## src/rtl/time_setter_pkg.sv

```systemverilog
// time_setter_pkg
// Shared definitions for the operator-side time entry block:
//   - state_t      : controller state encoding (also exported for debug)
//   - DIG_*        : digit index constants, same encoding as the display selector
//   - UNIT_MAX/TENS_MAX : legal upper bound of unit and tens digits
//   - incDigit()   : wrap-around BCD increment of one preset digit
package time_setter_pkg;

  typedef enum logic [2:0] {
    ST_IDLE = 3'd0,
    ST_EDIT = 3'd1,
    ST_LOAD = 3'd2,
    ST_RUN  = 3'd3,
    ST_DONE = 3'd4
  } state_t;

  localparam logic [1:0] DIG_US = 2'd0;
  localparam logic [1:0] DIG_DS = 2'd1;
  localparam logic [1:0] DIG_UM = 2'd2;
  localparam logic [1:0] DIG_DM = 2'd3;

  localparam logic [3:0] UNIT_MAX = 4'd9;
  localparam logic [3:0] TENS_MAX = 4'd5;

  // Tens digits (DS, DM) wrap 5->0, unit digits (US, UM) wrap 9->0.
  // The >= comparison keeps the result legal even for an out-of-range input.
  function automatic logic [3:0] incDigit(input logic [1:0] idx, input logic [3:0] val);
    logic [3:0] lim;
    lim = ((idx == DIG_DS) || (idx == DIG_DM)) ? TENS_MAX : UNIT_MAX;
    return (val >= lim) ? 4'd0 : val + 4'd1;
  endfunction

endpackage

```

## src/rtl/btn_edge.sv

```systemverilog
// btn_edge
// Registered rising-edge detector for one push-button level.
//   clk   : sampling clock
//   rst   : asynchronous active-high reset (clears the stored sample)
//   level : button level, synchronous to clk
//   rise  : high while level=1 and the previous registered sample was 0
// rise is combinational from level and the stored sample, so the consumer acts
// on the same clock edge that stores the new sample; a held button acts once.
module btn_edge (
  input  logic clk,
  input  logic rst,
  input  logic level,
  output logic rise
);

  logic prevLevel;

  always_ff @(posedge clk or posedge rst) begin
    if (rst) prevLevel <= 1'b0;
    else     prevLevel <= level;
  end

  assign rise = level & ~prevLevel;

endmodule

```

## src/rtl/time_setter.sv

```systemverilog
// time_setter
// Front-panel time entry and run control for the MM:SS countdown timer.
// Edits four BCD preset digits from push buttons, loads them into the timer
// and watches the timer's stop flag to report completion.
//   new_clock, reset        : clock (rising edge) / async active-high reset
//   btn_inc/next/start/cancel : button levels, edge detected internally
//   timer_stop              : timer reads 00:00
//   preset_us/ds/um/dm      : registered BCD preset digits
//   load, clear             : one-cycle command pulses to the timer
//   run                     : timer count enable
//   done                    : countdown finished (level)
//   edit_digit              : digit under edit, 0=US 1=DS 2=UM 3=DM
//   blank                   : one-hot blink mask of the edited digit
//   dbgState                : current controller state
//
// Timer interface protocol: load and clear are fire-and-forget strobes, each
// valid for exactly one cycle with no ready/backpressure; the timer must
// accept them in that cycle. The preset digits are stable whenever load=1
// and stay stable through LOAD/RUN/DONE.
module time_setter
  import time_setter_pkg::*;
#(
  parameter int BLINK_DIV = 250,
  parameter int HOLDOFF   = 2
) (
  input  logic       new_clock,
  input  logic       reset,
  input  logic       btn_inc,
  input  logic       btn_next,
  input  logic       btn_start,
  input  logic       btn_cancel,
  input  logic       timer_stop,
  output logic [3:0] preset_us,
  output logic [3:0] preset_ds,
  output logic [3:0] preset_um,
  output logic [3:0] preset_dm,
  output logic       load,
  output logic       clear,
  output logic       run,
  output logic       done,
  output logic [1:0] edit_digit,
  output logic [3:0] blank,
  output state_t     dbgState
);

  localparam int BW = (BLINK_DIV > 1) ? $clog2(BLINK_DIV) : 1;
  localparam int HW = (HOLDOFF > 0) ? $clog2(HOLDOFF + 1) : 1;

  logic incEdge, nextEdge, startEdge, cancelEdge;

  btn_edge uIncEdge    (.clk(new_clock), .rst(reset), .level(btn_inc),    .rise(incEdge));
  btn_edge uNextEdge   (.clk(new_clock), .rst(reset), .level(btn_next),   .rise(nextEdge));
  btn_edge uStartEdge  (.clk(new_clock), .rst(reset), .level(btn_start),  .rise(startEdge));
  btn_edge uCancelEdge (.clk(new_clock), .rst(reset), .level(btn_cancel), .rise(cancelEdge));

  state_t          state, stateNext;
  logic [3:0][3:0] digits, digitsNext;   // indexed by DIG_*
  logic [1:0]      editDigit, editNext;
  logic            clearReg, clearNext;
  logic [HW-1:0]   holdCnt, holdNext;
  logic            blinkRestart;
  logic [BW-1:0]   blinkCnt;
  logic            blinkPhase;
  logic            anyNonzero;

  assign anyNonzero = |digits;

  always_ff @(posedge new_clock or posedge reset) begin
    if (reset) begin
      state     <= ST_IDLE;
      digits    <= '0;
      editDigit <= DIG_US;
      clearReg  <= 1'b0;
      holdCnt   <= '0;
    end else begin
      state     <= stateNext;
      digits    <= digitsNext;
      editDigit <= editNext;
      clearReg  <= clearNext;
      holdCnt   <= holdNext;
    end
  end

  // Each state branch walks the button edges in priority order
  // cancel > start > next > inc, so only the highest edge acts.
  always_comb begin
    stateNext    = state;
    digitsNext   = digits;
    editNext     = editDigit;
    clearNext    = 1'b0;
    holdNext     = holdCnt;
    blinkRestart = 1'b0;
    case (state)
      ST_IDLE: begin
        if (cancelEdge) begin
          digitsNext = '0;
          clearNext  = 1'b1;
        end else if (startEdge) begin
          if (anyNonzero) stateNext = ST_LOAD;
        end else if (nextEdge) begin
          stateNext    = ST_EDIT;
          editNext     = DIG_US;
          blinkRestart = 1'b1;
        end
      end
      ST_EDIT: begin
        if (cancelEdge) begin
          stateNext  = ST_IDLE;
          digitsNext = '0;
          clearNext  = 1'b1;
        end else if (startEdge) begin
          if (anyNonzero) stateNext = ST_LOAD;
        end else if (nextEdge) begin
          // 2-bit index wraps DM -> US, which is also the reset value.
          editNext     = editDigit + 2'd1;
          blinkRestart = 1'b1;
          if (editDigit == DIG_DM) stateNext = ST_IDLE;
        end else if (incEdge) begin
          digitsNext[editDigit] = incDigit(editDigit, digits[editDigit]);
          blinkRestart          = 1'b1;
        end
      end
      ST_LOAD: begin
        stateNext = ST_RUN;
        holdNext  = '0;
      end
      ST_RUN: begin
        // The timer may still show the previous 00:00 right after a load,
        // so the stop flag is masked for the first HOLDOFF RUN cycles.
        if (cancelEdge) begin
          stateNext = ST_IDLE;
          clearNext = 1'b1;
        end else if (holdCnt < HW'(HOLDOFF)) begin
          holdNext = holdCnt + 1'b1;
        end else if (timer_stop) begin
          stateNext = ST_DONE;
        end
      end
      ST_DONE: begin
        if (cancelEdge) begin
          stateNext = ST_IDLE;
          clearNext = 1'b1;
        end else if (startEdge) begin
          stateNext = ST_LOAD;
        end else if (nextEdge) begin
          stateNext    = ST_EDIT;
          editNext     = DIG_US;
          blinkRestart = 1'b1;
        end
      end
      default: stateNext = ST_IDLE;
    endcase
  end

  // Blink timebase: restarting on every edit action keeps the freshly
  // changed digit visible for a full half-period.
  always_ff @(posedge new_clock or posedge reset) begin
    if (reset) begin
      blinkCnt   <= '0;
      blinkPhase <= 1'b0;
    end else if (blinkRestart || (state != ST_EDIT)) begin
      blinkCnt   <= '0;
      blinkPhase <= 1'b0;
    end else if (blinkCnt == BW'(BLINK_DIV - 1)) begin
      blinkCnt   <= '0;
      blinkPhase <= ~blinkPhase;
    end else begin
      blinkCnt <= blinkCnt + 1'b1;
    end
  end

  assign preset_us  = digits[DIG_US];
  assign preset_ds  = digits[DIG_DS];
  assign preset_um  = digits[DIG_UM];
  assign preset_dm  = digits[DIG_DM];
  assign load       = (state == ST_LOAD);
  assign run        = (state == ST_RUN);
  assign done       = (state == ST_DONE);
  assign clear      = clearReg;
  assign edit_digit = editDigit;
  assign blank      = ((state == ST_EDIT) && blinkPhase) ? (4'b0001 << editDigit) : 4'b0000;
  assign dbgState   = state;

endmodule
```

## config.mk

```make
export PLATFORM = sky130hd
export DESIGN_NAME = time_setter
export DESIGN_NICKNAME = d
export VERILOG_FILES = /design/src/rtl/time_setter_pkg.sv /design/src/rtl/btn_edge.sv /design/src/rtl/time_setter.sv
export SDC_FILE = /design/constraint.sdc
export NUM_CORES = 1
export LEC_CHECK = 0
export ABC_AREA = 1
export CORE_MARGIN = 10
export CORE_UTILIZATION = 42
export CTS_BUF_LIST = sky130_fd_sc_hd__clkbuf_4 sky130_fd_sc_hd__clkbuf_8 sky130_fd_sc_hd__clkbuf_16
export DETAILED_ROUTE_END_ITERATION = 8
export DONT_BUFFER_PORTS = 1
export MAX_ROUTING_LAYER = met4
export SETUP_SLACK_MARGIN = 0.15
export SYNTH_ARGS = -nofsm -noshare
export SYNTH_HDL_FRONTEND = slang
export SYNTH_SLANG_ARGS = --single-unit
```

## constraint.sdc

```tcl
create_clock -name new_clock -period 2.5 [get_ports new_clock]
set_clock_uncertainty 0.2 [all_clocks]
set_input_delay 0.5 -clock new_clock [delete_from_list [all_inputs] [get_ports new_clock]]
set_output_delay 0.5 -clock new_clock [all_outputs]
set_load 0.1 [all_outputs]
```

After elaboration in Yosys (flattened, before gate mapping)
Cells that the tools add are included.
{"block": "totals", "register_bits": 37, "out_inout_bits": 29, "word_cells": 125}
{"block": "classes", "n_addsub": 4, "magnitude_cmp": 4, "n_eq_ne": 25, "shift": 1, "n_mux": 52, "bitwise": 9, "reduce_logical": 16}
{"operator": "two-way mux 16 bit", "count": 5}
{"operator": "two-way mux 3 bit", "count": 13}
{"operator": "case mux 16 bit (2 select lines)", "count": 1}
{"operator": "two-way mux 4 bit", "count": 5}
{"operator": "bitwise mux 16 bit", "count": 1}
{"operator": "two-way mux 2 bit", "count": 8}
{"operator": "two-way mux 8 bit", "count": 2}
{"operator": "!= test 2 bit, second input constant", "count": 8}
{"operator": "OR reduction 16 bit", "count": 1}
{"operator": "case mux 3 bit (5 select lines)", "count": 1}
{"operator": "!= test 3 bit, second input constant", "count": 4}
{"operator": "two-way mux 1 bit", "count": 11}
{"operator": "AND reduction 5 bit", "count": 2}
{"operator": "adder 8 x 1 -> 8 bit, second input constant", "count": 1}
{"operator": "binary-select mux 4 bit (select 2 bit)", "count": 1}
{"operator": "demux 4 bit (select 2 bit)", "count": 1}
{"operator": "equality test 8 bit, second input constant", "count": 1}
{"operator": "!= test 4 bit, second input constant", "count": 2}
{"operator": "case mux 2 bit (2 select lines)", "count": 2}
{"operator": "nonzero test 2 bit", "count": 4}
{"operator": "AND reduction 7 bit", "count": 1}
{"operator": "equality test 3 x 2 -> 1 bit, second input constant", "count": 2}
{"operator": "NOT 1 bit", "count": 5}
{"operator": "adder 2 x 1 -> 2 bit, second input constant", "count": 2}
{"operator": "other kinds (21)", "count": 27}

Logic depth before layout (Yosys ltp)
Gate-level depths: netlist (run 1).
{"block": "depth", "depth_word": 11, "mapped_depth": 14, "mapped_depth_nobuf": 12}

Modules after synthesis
From an unflattened synthesis (run 1), not the netlist that was laid out.
{"block": "hier_totals", "cells_unflattened": 287, "area_unflattened_um2": 2212.1}
{"mod": "time_setter", "n_inst": 1, "cells_per_inst": 271, "area_per_inst_um2": 2057.0, "seq_area_each_um2": 825.8}
{"mod": "btn_edge", "n_inst": 4, "cells_per_inst": 4, "area_per_inst_um2": 38.8, "seq_area_each_um2": 25.0}

Least setup slack after synthesis (run 1)
OpenSTA, ideal clock, no wires.
{"block": "synth_timing", "path_kind": "flip-flop to flip-flop", "from": "register state[1], in the netlist dbgState[1]", "to": "register holdCnt[0]", "setup_time_ps": 83, "t_arrival_ps": 3853, "slack_ps": -1636, "stages_incl_launch_ff": 6, "synth_period_minus_slack_ps": 4136, "path_cell_list": "dfrtp_1 > inv_2 > nor3_1 > or2_2 > nand3_1 > o21ai_0"}
{"block": "synth_via", "elab_chain_len": 3, "elab_cells_between_ends": 7, "classes_between": "4 x eq/ne; 1 x mux; 2 x reduce/logical"}
{"item": "from (decl)", "line_no": "time_setter.sv:56", "source": "state_t state, stateNext;"}
{"item": "from (signal assigned)", "line_no": "time_setter.sv:76", "source": "state <= stateNext;"}
{"item": "equality test 3 x 2 -> 1 bit *"}
{"item": "named net load", "line_no": "time_setter.sv:37", "source": "output logic load,"}
{"item": "nonzero test 2 bit (no line)"}
{"item": "AND reduction 3 bit (no line)"}
{"item": "to (signal assigned)", "line_no": "time_setter.sv:80", "source": "holdCnt <= holdNext;"}
{"item": "to (decl)", "line_no": "time_setter.sv:60", "source": "logic [HW-1:0] holdCnt, holdNext;"}
The timed path passes the listed nets; every way through them passes the cells marked *.
A chain may end at the register's enable or synchronous reset.

Worst setup path in the final report (run 1)
{"block": "layout_timing", "from": "register state[1], in the netlist dbgState[1]", "to": "output blank[3]"}
{"block": "layout_via", "elab_chain_len": 3}
{"item": "equality test 3 x 1 -> 1 bit", "line_no": "time_setter.sv:181", "source": "assign blank = ((state == ST_EDIT) && blinkPhase) ? (4'b0001 << editDigit) : 4'b0000;"}
{"item": "logical AND 1 bit", "line_no": "time_setter.sv:181"}
{"item": "two-way mux 4 bit", "line_no": "time_setter.sv:181"}
{"item": "to (decl)", "line_no": "time_setter.sv:42", "source": "output logic [3:0] blank,"}
No other way between the ends.

==> results of run 1 <==
cell type report:
cell class                 count  area, um^2  share of cell area (%)
timing repair buffer          31         290                    10.5
clock buffer                   7        90.1                    3.26
multi-input combinational    222        1150                    41.5
clock inverter                 1        30.0                    1.09
tap                           70        87.6                    3.17
sequential                    37         952                    34.5
inverter                      42         165                    5.98
cells in the mapped netlist:
cell       n
xor2_1     2
nand3b_1   1
nor3_1     5
inv_6      1
nand3_1   36
inv_2      4
nand2_1   95
dfrtp_1   37
o21ai_0    7
ha_1       9
or2_2      1
buf_6      2
a21oi_4    1
nor2_2     1
inv_1     37
nor2_1    39
o21ai_1    4
nand2_2    6
nor3b_1    1
nand3_2    3
nand4_1    1
xnor2_1    2
a21oi_1    8
cell families (layout without fill, tap and decap cells):
group | count (synthesis) | count (layout) | synth area share (%)
AND/OR/NAND/NOR | 189 | 189 | 37.1
flip-flops | 37 | 37 | 42.5
XOR/XNOR | 4 | 4 | 1.61
adder cells (fa/ha/maj) | 9 | 9 | 5.17
AO/OA/AOI/OAI | 20 | 20 | 5.11
buffers and inverters | 44 | 81 | 8.50
layer usage:
layer | vias up | global-route usage [%]
met5 | - | -
met4 | 0 | 4.76
met3 | 8 | 4.16
met2 | 39 | 23.1
met1 | 890 | 16.7
li1 | 1022 | -
registers in the layout (all words and copies together) (netlist names), 2 cells and up:
| signal | cells |
|---|---|
| blinkCnt | 8 |
| preset_dm | 4 |
| preset_ds | 4 |
| preset_um | 4 |
| preset_us | 4 |
| dbgState | 3 |
| edit_digit | 2 |
| holdCnt | 2 |
worst max path at each step:
stage / slack [ns] / end
floorplan: 0.16 / blank[0]
global placement: 0.25 / preset_um[3]$_DFFE_PP0P_
detailed placement: 0.20 / preset_um[3]$_DFFE_PP0P_
CTS: 0.18 / preset_um[3]$_DFFE_PP0P_
global route: 0.12 / preset_ds[1]$_DFFE_PP0P_
finish: 0.21 / blank[3]
power by group through the flow:
stage | Combinational, mW | Clock (mW) | Sequential (mW)
CTS | 1.49 | 0.561 | 0.837
detailed placement | 1.47 | 0 | 0.846
global route | 1.67 | 0.586 | 0.852
global placement | 1.46 | 0 | 0.843
floorplan | 0.884 | 0 | 1.14
finish | 1.51 | 0.550 | 0.837
timing repair:
action                                  4_1_cts  5_1_grt
endpoints found under the setup margin        4       17
setup buffers                                 0        2
resized for setup                             2        1
pin swaps                                     0        0
==> flow_metrics.tcl, run 1 <==
set metrics [dict create \
    outcome "finished, violations left" \
    failed_checks "negative hold slack" \
    ys_seq_area_share_pct 42.5 \
    p_leak_nw 1.44 \
    syn2layout_area_growth_pct 26.8 \
    ff2ff_path_depth 13 \
    min_path_type "primary input to async pin" \
    rr_startpoint "edit_digit[0]$_DFFE_PP0P_" \
    place_area_um2 2620 \
    cts_tree "yes" \
    nFillCells 495 \
    layout_common_cells "nand2_1 (93), inv_1 (36), nand3_1 (36)" \
    totalPowerFinal_mw 2.90 \
    powerDensity_nw_per_um2 1050 \
    cts.path.max_buffers 2 \
    wl_met1_mm 2.50 \
    port_buffers 0 \
    h-tree-depth 2 \
    grt_pass1_wl_mm 9.65 \
    rows 26 \
    tightest_slew_ns 0.468 \
    synth_fp_nets 319 \
    p_comb_share_pct 52.1 \
    worstPathCellList "nor2_4, nand2_4, nor2_4, buf_12" \
    finalHoldViolations 5 \
    yosys_warnings 0 \
    die_area_um2 8470 \
    drv_cap 0 \
    fin_cells 410 \
    drtPass1Iterations 4 \
    setup_ws_ns 0.212 \
    slowest_stage "dfrtp_4" \
    crit_type "flop to output pin" \
    dp_hpwl_mm 4.28 \
    synth_top_area_share_pct 42.5 \
    rrSetupSlack_ns 0.29 \
    worstPathArrival_ns 1.59 \
    synth_area_leaders "dfrtp_1 (42%), nand2_1 (16%), nand3_1 (8.3%), nor2_1 (6.7%), inv_1 (6.4%)" \
    grt_pass1_vias 2021 \
    drc 0 \
    crit_start "dbgState[1]$_DFFE_PP0P_" \
    p_switching_mw 1.49 \
    drive_gt1_share_pct 23.8 \
    wl_per_cell_um 13.7 \
    syn_inst 303 \
    grt-ovfl-total 0 \
    drt_iter0_markers 94 \
    clkPwrFrac_pct 19.0 \
    ys_ff_latch 37 \
    period_needed_ns 2.29 \
    design_area_um2 2760 \
    grt_use_total_pct 14.3 \
    cp-end-kind "output pin" \
    highest_layer "met4" \
    pwr-share-seq_pct 28.9 \
    slew_viol_final 0 \
    dpl.cell_count 400 \
    chipHeight_um 92.0 \
    final_net_count 355 \
    postCtsHoldBufs 0 \
    gp_congestion 0.893 \
    clk_pin_slew_ns 0.08 \
    synth_cell_types 23 \
    setup_viol 0 \
    coreArea_um2 5070 \
    start_util_pct 42.9 \
    crit_fanout 5 \
    r2r-end "preset_um[3]$_DFFE_PP0P_" \
    layout_commonest_cell "nand2_1" \
    cts_buffers 5 \
    critPathBufInv 1 \
    dr_wl_met3_um 335 \
    antenna_left 0 \
    cts_root_buf "clkbuf_8" \
    diodes 0 \
    routed_wirelength_mm 5.62 \
    routed_via_density 4.78 \
    via_count 1959 \
    tns_ns 0 \
    max_stage_delay_ns 0.64 \
    yosys.area.top_type "dfrtp_1" \
    max-vdd-ir-drop_v 0.000566 \
    ioPinCount 36 \
    start_kind "flop" \
    crit_path_frequent_cell "nor2_4" \
    cp.depth 4 \
    p_int_mw 1.41 \
    period_share_pct 91.5 \
    avgSynthCellArea_um2 7.19 \
    wl_met2_mm 2.70 \
    die_x_um 92.0 \
    antenna_found_initial 0 \
    swShare_pct 51.3 \
    rsz0062_at_grt "yes" \
    slew_headroom_pct 68.8 \
    whs_ns -0.00659 \
    place_ws_ns 0.197 \
    synth_area_um2 2180 \
    fin_util_pct 54.4 \
    cp_top_family "flip-flops" \
    clk_latency_ns 0.29 \
    grt_max_degree 38 \
    cts.sinks 37 \
    crit_required_ns 1.80 \
    max_freq_mhz 437 \
]
No activity file was read; power rests on OpenSTA's default activity.
==> inputs of run 2 (changes only) <==
--- a/config.mk
+++ b/config.mk
@@ -15,4 +15,5 @@
 export SETUP_SLACK_MARGIN = 0.15
 export SYNTH_ARGS = -nofsm -noshare
 export SYNTH_HDL_FRONTEND = slang
+export SYNTH_HIERARCHICAL = 1
 export SYNTH_SLANG_ARGS = --single-unit
==> flow_metrics.tcl, run 2 <==
set metrics [dict create \
    antenna_left 0 \
    routed_via_density 4.92 \
    synth_edf_count 0 \
    yosys.area.top_type "dfrtp_1" \
    synth_most_common_cell "nand2_1" \
    avgSynthCellArea_um2 7.71 \
    grt_pass1_wl_mm 9.66 \
    die_x_um 92.6 \
    gp_congestion 0.967 \
    tns_ns 0 \
    grt-ovfl-total 0 \
    outcome "complete, no violations" \
    cp-end-kind "output pin" \
    synth_fp_nets 303 \
    top_register "blinkCnt" \
    coreArea_um2 5110 \
    tightest_slew_ns 0.445 \
    port_buffers 0 \
    grt_pass1_vias 1944 \
    cts.sinks 37 \
    dp_hpwl_mm 4.42 \
    yosys_warnings 6 \
    crit_start "dbgState[0]$_DFFE_PP0P_" \
    cts_buffers 5 \
    rows 26 \
    wl_per_cell_um 14.3 \
    critPathBufInv 2 \
    via_count 1981 \
    clk_pin_slew_ns 0.07 \
    synth_area_leaders "dfrtp_1 (42%), nand2_1 (12%), inv_1 (6.6%), nor2_1 (6.3%), nand3_1 (6.1%)" \
    p_leak_nw 1.45 \
    ioPinCount 36 \
    layout_commonest_cell "nand2_1" \
    max-vdd-ir-drop_v 0.000637 \
    totalPowerFinal_mw 3.46 \
    finalHoldViolations 0 \
    start_kind "flop" \
    setup_viol 0 \
    cp_top_family "flip-flops" \
    powerDensity_nw_per_um2 1200 \
    period_share_pct 94.0 \
    h-tree-depth 2 \
    drt_iter0_markers 63 \
    fin_util_pct 56.3 \
    layout_common_cells "nand2_1 (69), inv_1 (34), nor2_1 (31)" \
    worstPathArrival_ns 1.65 \
    crit_path_frequent_cell "nor2_4" \
    cts_root_buf "clkbuf_8" \
    clk_latency_ns 0.29 \
    period_needed_ns 2.35 \
    chipHeight_um 92.6 \
    synth-async-reset-ratio_pct 100 \
    dpl.cell_count 383 \
    drc 0 \
    min_from "btn_inc" \
    synth_top_area_share_pct 41.9 \
    worstPathCellList "inv_4, nor2_4, nand3_4, nor2_4, buf_12" \
    syn_inst 287 \
    fin_cells 403 \
    routed_wirelength_mm 5.77 \
    grt_use_total_pct 14.6 \
    drtPass1Iterations 5 \
    synth_area_um2 2210 \
    slew_headroom_pct 70.0 \
    synth_cell_types 30 \
    rsz0062_at_grt "yes" \
    rr_startpoint "edit_digit[0]$_DFFE_PP0P_" \
    final_net_count 348 \
    largest_reg_flops 8 \
    drive_gt1_share_pct 29.7 \
    ys_seq_area_share_pct 41.9 \
    crit_required_ns 1.80 \
    diodes 0 \
    syn2layout_area_growth_pct 30.0 \
    antenna_found_initial 0 \
    min_path_type "primary input to flop" \
    ys_ff_latch 37 \
    crit_fanout 6 \
    start_util_pct 43.3 \
    die_area_um2 8570 \
    slew_viol_final 0 \
    drv_cap 0 \
    grt_max_degree 34 \
    crit_type "flop to output pin" \
    synth_ff_type "dfrtp_1" \
    slowest_stage "dfrtp_4" \
    max_stage_delay_ns 0.66 \
    synth_common_cells "nand2_1 (71), inv_1 (39), dfrtp_1 (37), nor2_1 (37), nand3_1 (27)" \
    max_freq_mhz 426 \
    cts.path.max_buffers 2 \
    cts_tree "yes" \
]
-- run 2: kinds of logic after synthesis --
family / count (synthesis) / synth area share, %
flip-flops: 37 / 41.9
AO/OA/AOI/OAI: 31 / 8.49
AND/OR/NAND/NOR: 161 / 34.7
XOR/XNOR: 4 / 1.58
adder cells (fa/ha/maj): 9 / 5.09
buffers and inverters: 45 / 8.31
-- run 2: final cells by class --
class	count	area [um^2]
inverter	43	179
tap	70	87.6
clock inverter	2	10.0
fill	487	2230
sequential	37	948
timing repair buffer	40	389
multi-input combinational	205	1190
clock buffer	6	76.3
-- run 2: per-stage QoR --
stage | area [um^2] | worst slack [ns] | hold WS, ns
after floorplan | 2310 | 0.0800 | 0.0287
after global placement | 2650 | 0.173 | 0.0305
after detailed placement | 2650 | 0.121 | 0.0323
after CTS | 2780 | 0.0967 | 0.0228
after global routing | 2880 | 0.0847 | 0.0172
final | 2880 | 0.150 | 0.0346
-- run 2: routing by layer --
metal	up-vias	track usage [%]	routed length, um
met1	915	16.4	2470
met5	-	-	0
met3	9	5.08	441
met2	50	23.7	2770
li1	1007	-	-
met4	0	4.76	96
-- run 2: final timing paths --
kind / depth (start not counted) / endpoint / slack, ns
worst max-delay path: 5 / blank[2] / 0.15
worst min-delay path: 0 / uIncEdge/prevLevel$_DFF_PP0_ / 0.03
min in group asynchronous: 2 / uIncEdge/prevLevel$_DFF_PP0_ / 0.36
max in group asynchronous: 3 / edit_digit[0]$_DFFE_PP0P_ / 1.13
worst max register to register: 13 / preset_ds[3]$_DFFE_PP0P_ / 0.30
worst min register to register: 1 / blinkCnt[0]$_DFF_PP0_ / 0.29
-- run 2: where the power goes --
part           switching [mW]  internal [mW]  total, mW
registers               0.189          0.716      0.906
clock network           0.213          0.204      0.417
logic                    1.49          0.645       2.14
total                    1.90           1.57       3.46
-- run 2: repair_timing --
| action | CTS | global route |
|---|---|---|
| hold buffers | 1 | 0 |
| cloned | 0 | 0 |
| pin swaps | 4 | 4 |
| resized for setup | 3 | 10 |
| setup buffers | 2 | 9 |
| setup endpoints to repair | 19 | 22 |
| hold endpoints to repair | 12 | 0 |
==> inputs of run 3 (changes only) <==
--- a/config.mk
+++ b/config.mk
@@ -11,6 +11,7 @@
 export CTS_BUF_LIST = sky130_fd_sc_hd__clkbuf_4 sky130_fd_sc_hd__clkbuf_8 sky130_fd_sc_hd__clkbuf_16
 export DETAILED_ROUTE_END_ITERATION = 8
 export DONT_BUFFER_PORTS = 1
+export GPL_TIMING_DRIVEN = 0
 export MAX_ROUTING_LAYER = met4
 export SETUP_SLACK_MARGIN = 0.15
 export SYNTH_ARGS = -nofsm -noshare
==> flow_metrics.tcl, run 3 (synthesis results as in run 2) <==
set metrics [dict create \
    slew_viol_final 0 \
    ioPinCount 36 \
    cts.path.max_buffers 2 \
    cts_tree "yes" \
    setup_viol 21 \
    critPathBufInv 3 \
    cts_root_buf "clkbuf_8" \
    dpl.cell_count 357 \
    layout_commonest_cell "nand2_1" \
    h-tree-depth 2 \
    grt_max_degree 34 \
    grt_use_total_pct 15.4 \
    slowest_stage "dfrtp_4" \
    cts_buffers 5 \
    fin_util_pct 56.2 \
    slew_headroom_pct 29.4 \
    start_kind "flop" \
    clkPwrFrac_pct 11.0 \
    cp-end-kind "output pin" \
    crit_fanout 7 \
    powerDensity_nw_per_um2 1340 \
    place_ws_ns -0.210 \
    finalHoldViolations 5 \
    largest_reg_flops 8 \
    start_util_pct 43.3 \
    grt-ovfl-total 0 \
    clk_latency_ns 0.29 \
    drc 0 \
    diodes 0 \
    p_comb_share_pct 53.4 \
    min_path_type "primary input to async pin" \
    clk_pin_slew_ns 0.08 \
    p_int_mw 1.75 \
    rsz0062_at_grt "yes" \
    worstPathCellList "inv_6, buf_8, ha_4, inv_4, nor2_4" \
    p_switching_mw 2.11 \
    layout_common_cells "nand2_1 (66), nor2_1 (28), inv_1 (28)" \
    grt_pass1_wl_mm 10.2 \
    gp_congestion 0.866 \
    antenna_left 0 \
    max_stage_delay_ns 0.66 \
    drive_gt1_share_pct 34.9 \
    period_needed_ns 2.64 \
    crit_type "flop to output pin" \
    rows 26 \
    p_leak_nw 1.35 \
    die_x_um 92.6 \
    drt_iter0_markers 84 \
    grt_pass1_vias 2016 \
    place_area_um2 2400 \
    outcome "finished, violations left" \
    tightest_slew_ns 1.06 \
    worstPathArrival_ns 1.94 \
    chipHeight_um 92.6 \
    cp_top_family "flip-flops" \
    failed_checks "negative hold slack, negative setup slack" \
    cts.sinks 37 \
    top_register "blinkCnt" \
    wl_per_cell_um 15.6 \
    drtPass1Iterations 4 \
    max_freq_mhz 378 \
    final_net_count 333 \
    via_count 1987 \
    setup_ws_ns -0.142 \
    crit_required_ns 1.80 \
    routed_wirelength_mm 6.04 \
    fin_cells 388 \
    syn2layout_area_growth_pct 29.9 \
    pwr-share-seq_pct 35.6 \
    dp_hpwl_mm 4.13 \
    drv_cap 0 \
    port_buffers 0 \
    swShare_pct 54.6 \
    antenna_found_initial 0 \
    routed_via_density 5.12 \
    whs_ns -0.00428 \
    coreArea_um2 5110 \
    max-vdd-ir-drop_v 0.000754 \
    die_area_um2 8570 \
    design_area_um2 2870 \
    period_share_pct 106 \
]
## run 3: cell count changes in the layout (fill, tap and decap cells not counted), sizes merged
| cell | previous run | this run |
|---|---|---|
| clkbuf | 6 | 7 |
| clkinv | 2 | 1 |
| dlymetal6s2s | 1 | 0 |
| buf | 38 | 24 |
## run 3: final timing paths
path,from,endpoint,slack [ns],depth (start not counted)
min in group new_clock,btn_next,uNextEdge/prevLevel$_DFF_PP0_,0.03,0
worst min register to register,blinkCnt[0]$_DFF_PP0_,blinkCnt[0]$_DFF_PP0_,0.31,1
worst min-delay path,reset,dbgState[1]$_DFFE_PP0P_,-0.004,1
worst max-delay path,edit_digit[0]$_DFFE_PP0P_,blank[0],-0.14,5
worst max register to register,edit_digit[0]$_DFFE_PP0P_,preset_dm[0]$_DFFE_PP0P_,-0.11,15
max in group asynchronous,reset,edit_digit[0]$_DFFE_PP0P_,1.59,1
## run 3: layout make-up
cell class | count | area (um^2)
inverter | 43 | 194
clock inverter | 1 | 5.00
sequential | 37 | 953
clock buffer | 7 | 83.8
tap | 70 | 87.6
multi-input combinational | 205 | 1320
timing repair buffer | 23 | 206
fill | 490 | 2230
buffer | 2 | 26.3
## run 3: worst register-to-register path, delay by kind of cell (launching register included)
family | cells | cell delay [ns]
buffers and inverters | 5 | 0.57
adders and majority gates | 1 | 0.13
and+or+nand+nor | 7 | 0.61
AOI/OAI and AO/OA | 2 | 0.34
DFF | 1 | 0.68
## run 3: metrics by stage
stage / total power, mW / TNS, ns
final: 3.86 / -2.03
after detailed placement: 2.78 / -2.27
after CTS: 3.72 / -2.33
after global routing: 4.09 / -4.70
after floorplan: 2.49 / 0
after global placement: 2.76 / -2.20
## run 3: power by group through the flow
stage          logic, mW  registers [mW]  clock network [mW]
5_1_grt             2.23            1.39               0.467
4_1_cts             1.91            1.37               0.445
6_report            2.06            1.37               0.425
3_3_place_gp        1.40            1.36                   0
2_1_floorplan       1.18            1.31                   0
3_5_place_dp        1.41            1.36                   0
## run 3: metal layers
metal	vias to the layer above	GRT usage, %	share of wire [%]
met5	-	-	0
met4	0	6.43	2.6
met3	14	4.92	7.8
met2	70	25.7	50
met1	935	16.6	39
li1	968	-	-
## run 3: what timing repair did
action | CTS | global route
hold buffers | 1 | 0
endpoints found under the hold margin | 4 | 0
endpoints found under the setup margin | 25 | 26
setup buffers | 14 | 6
cloned | 2 | 0
pin swaps | 22 | 25
gates resized for setup | 48 | 10
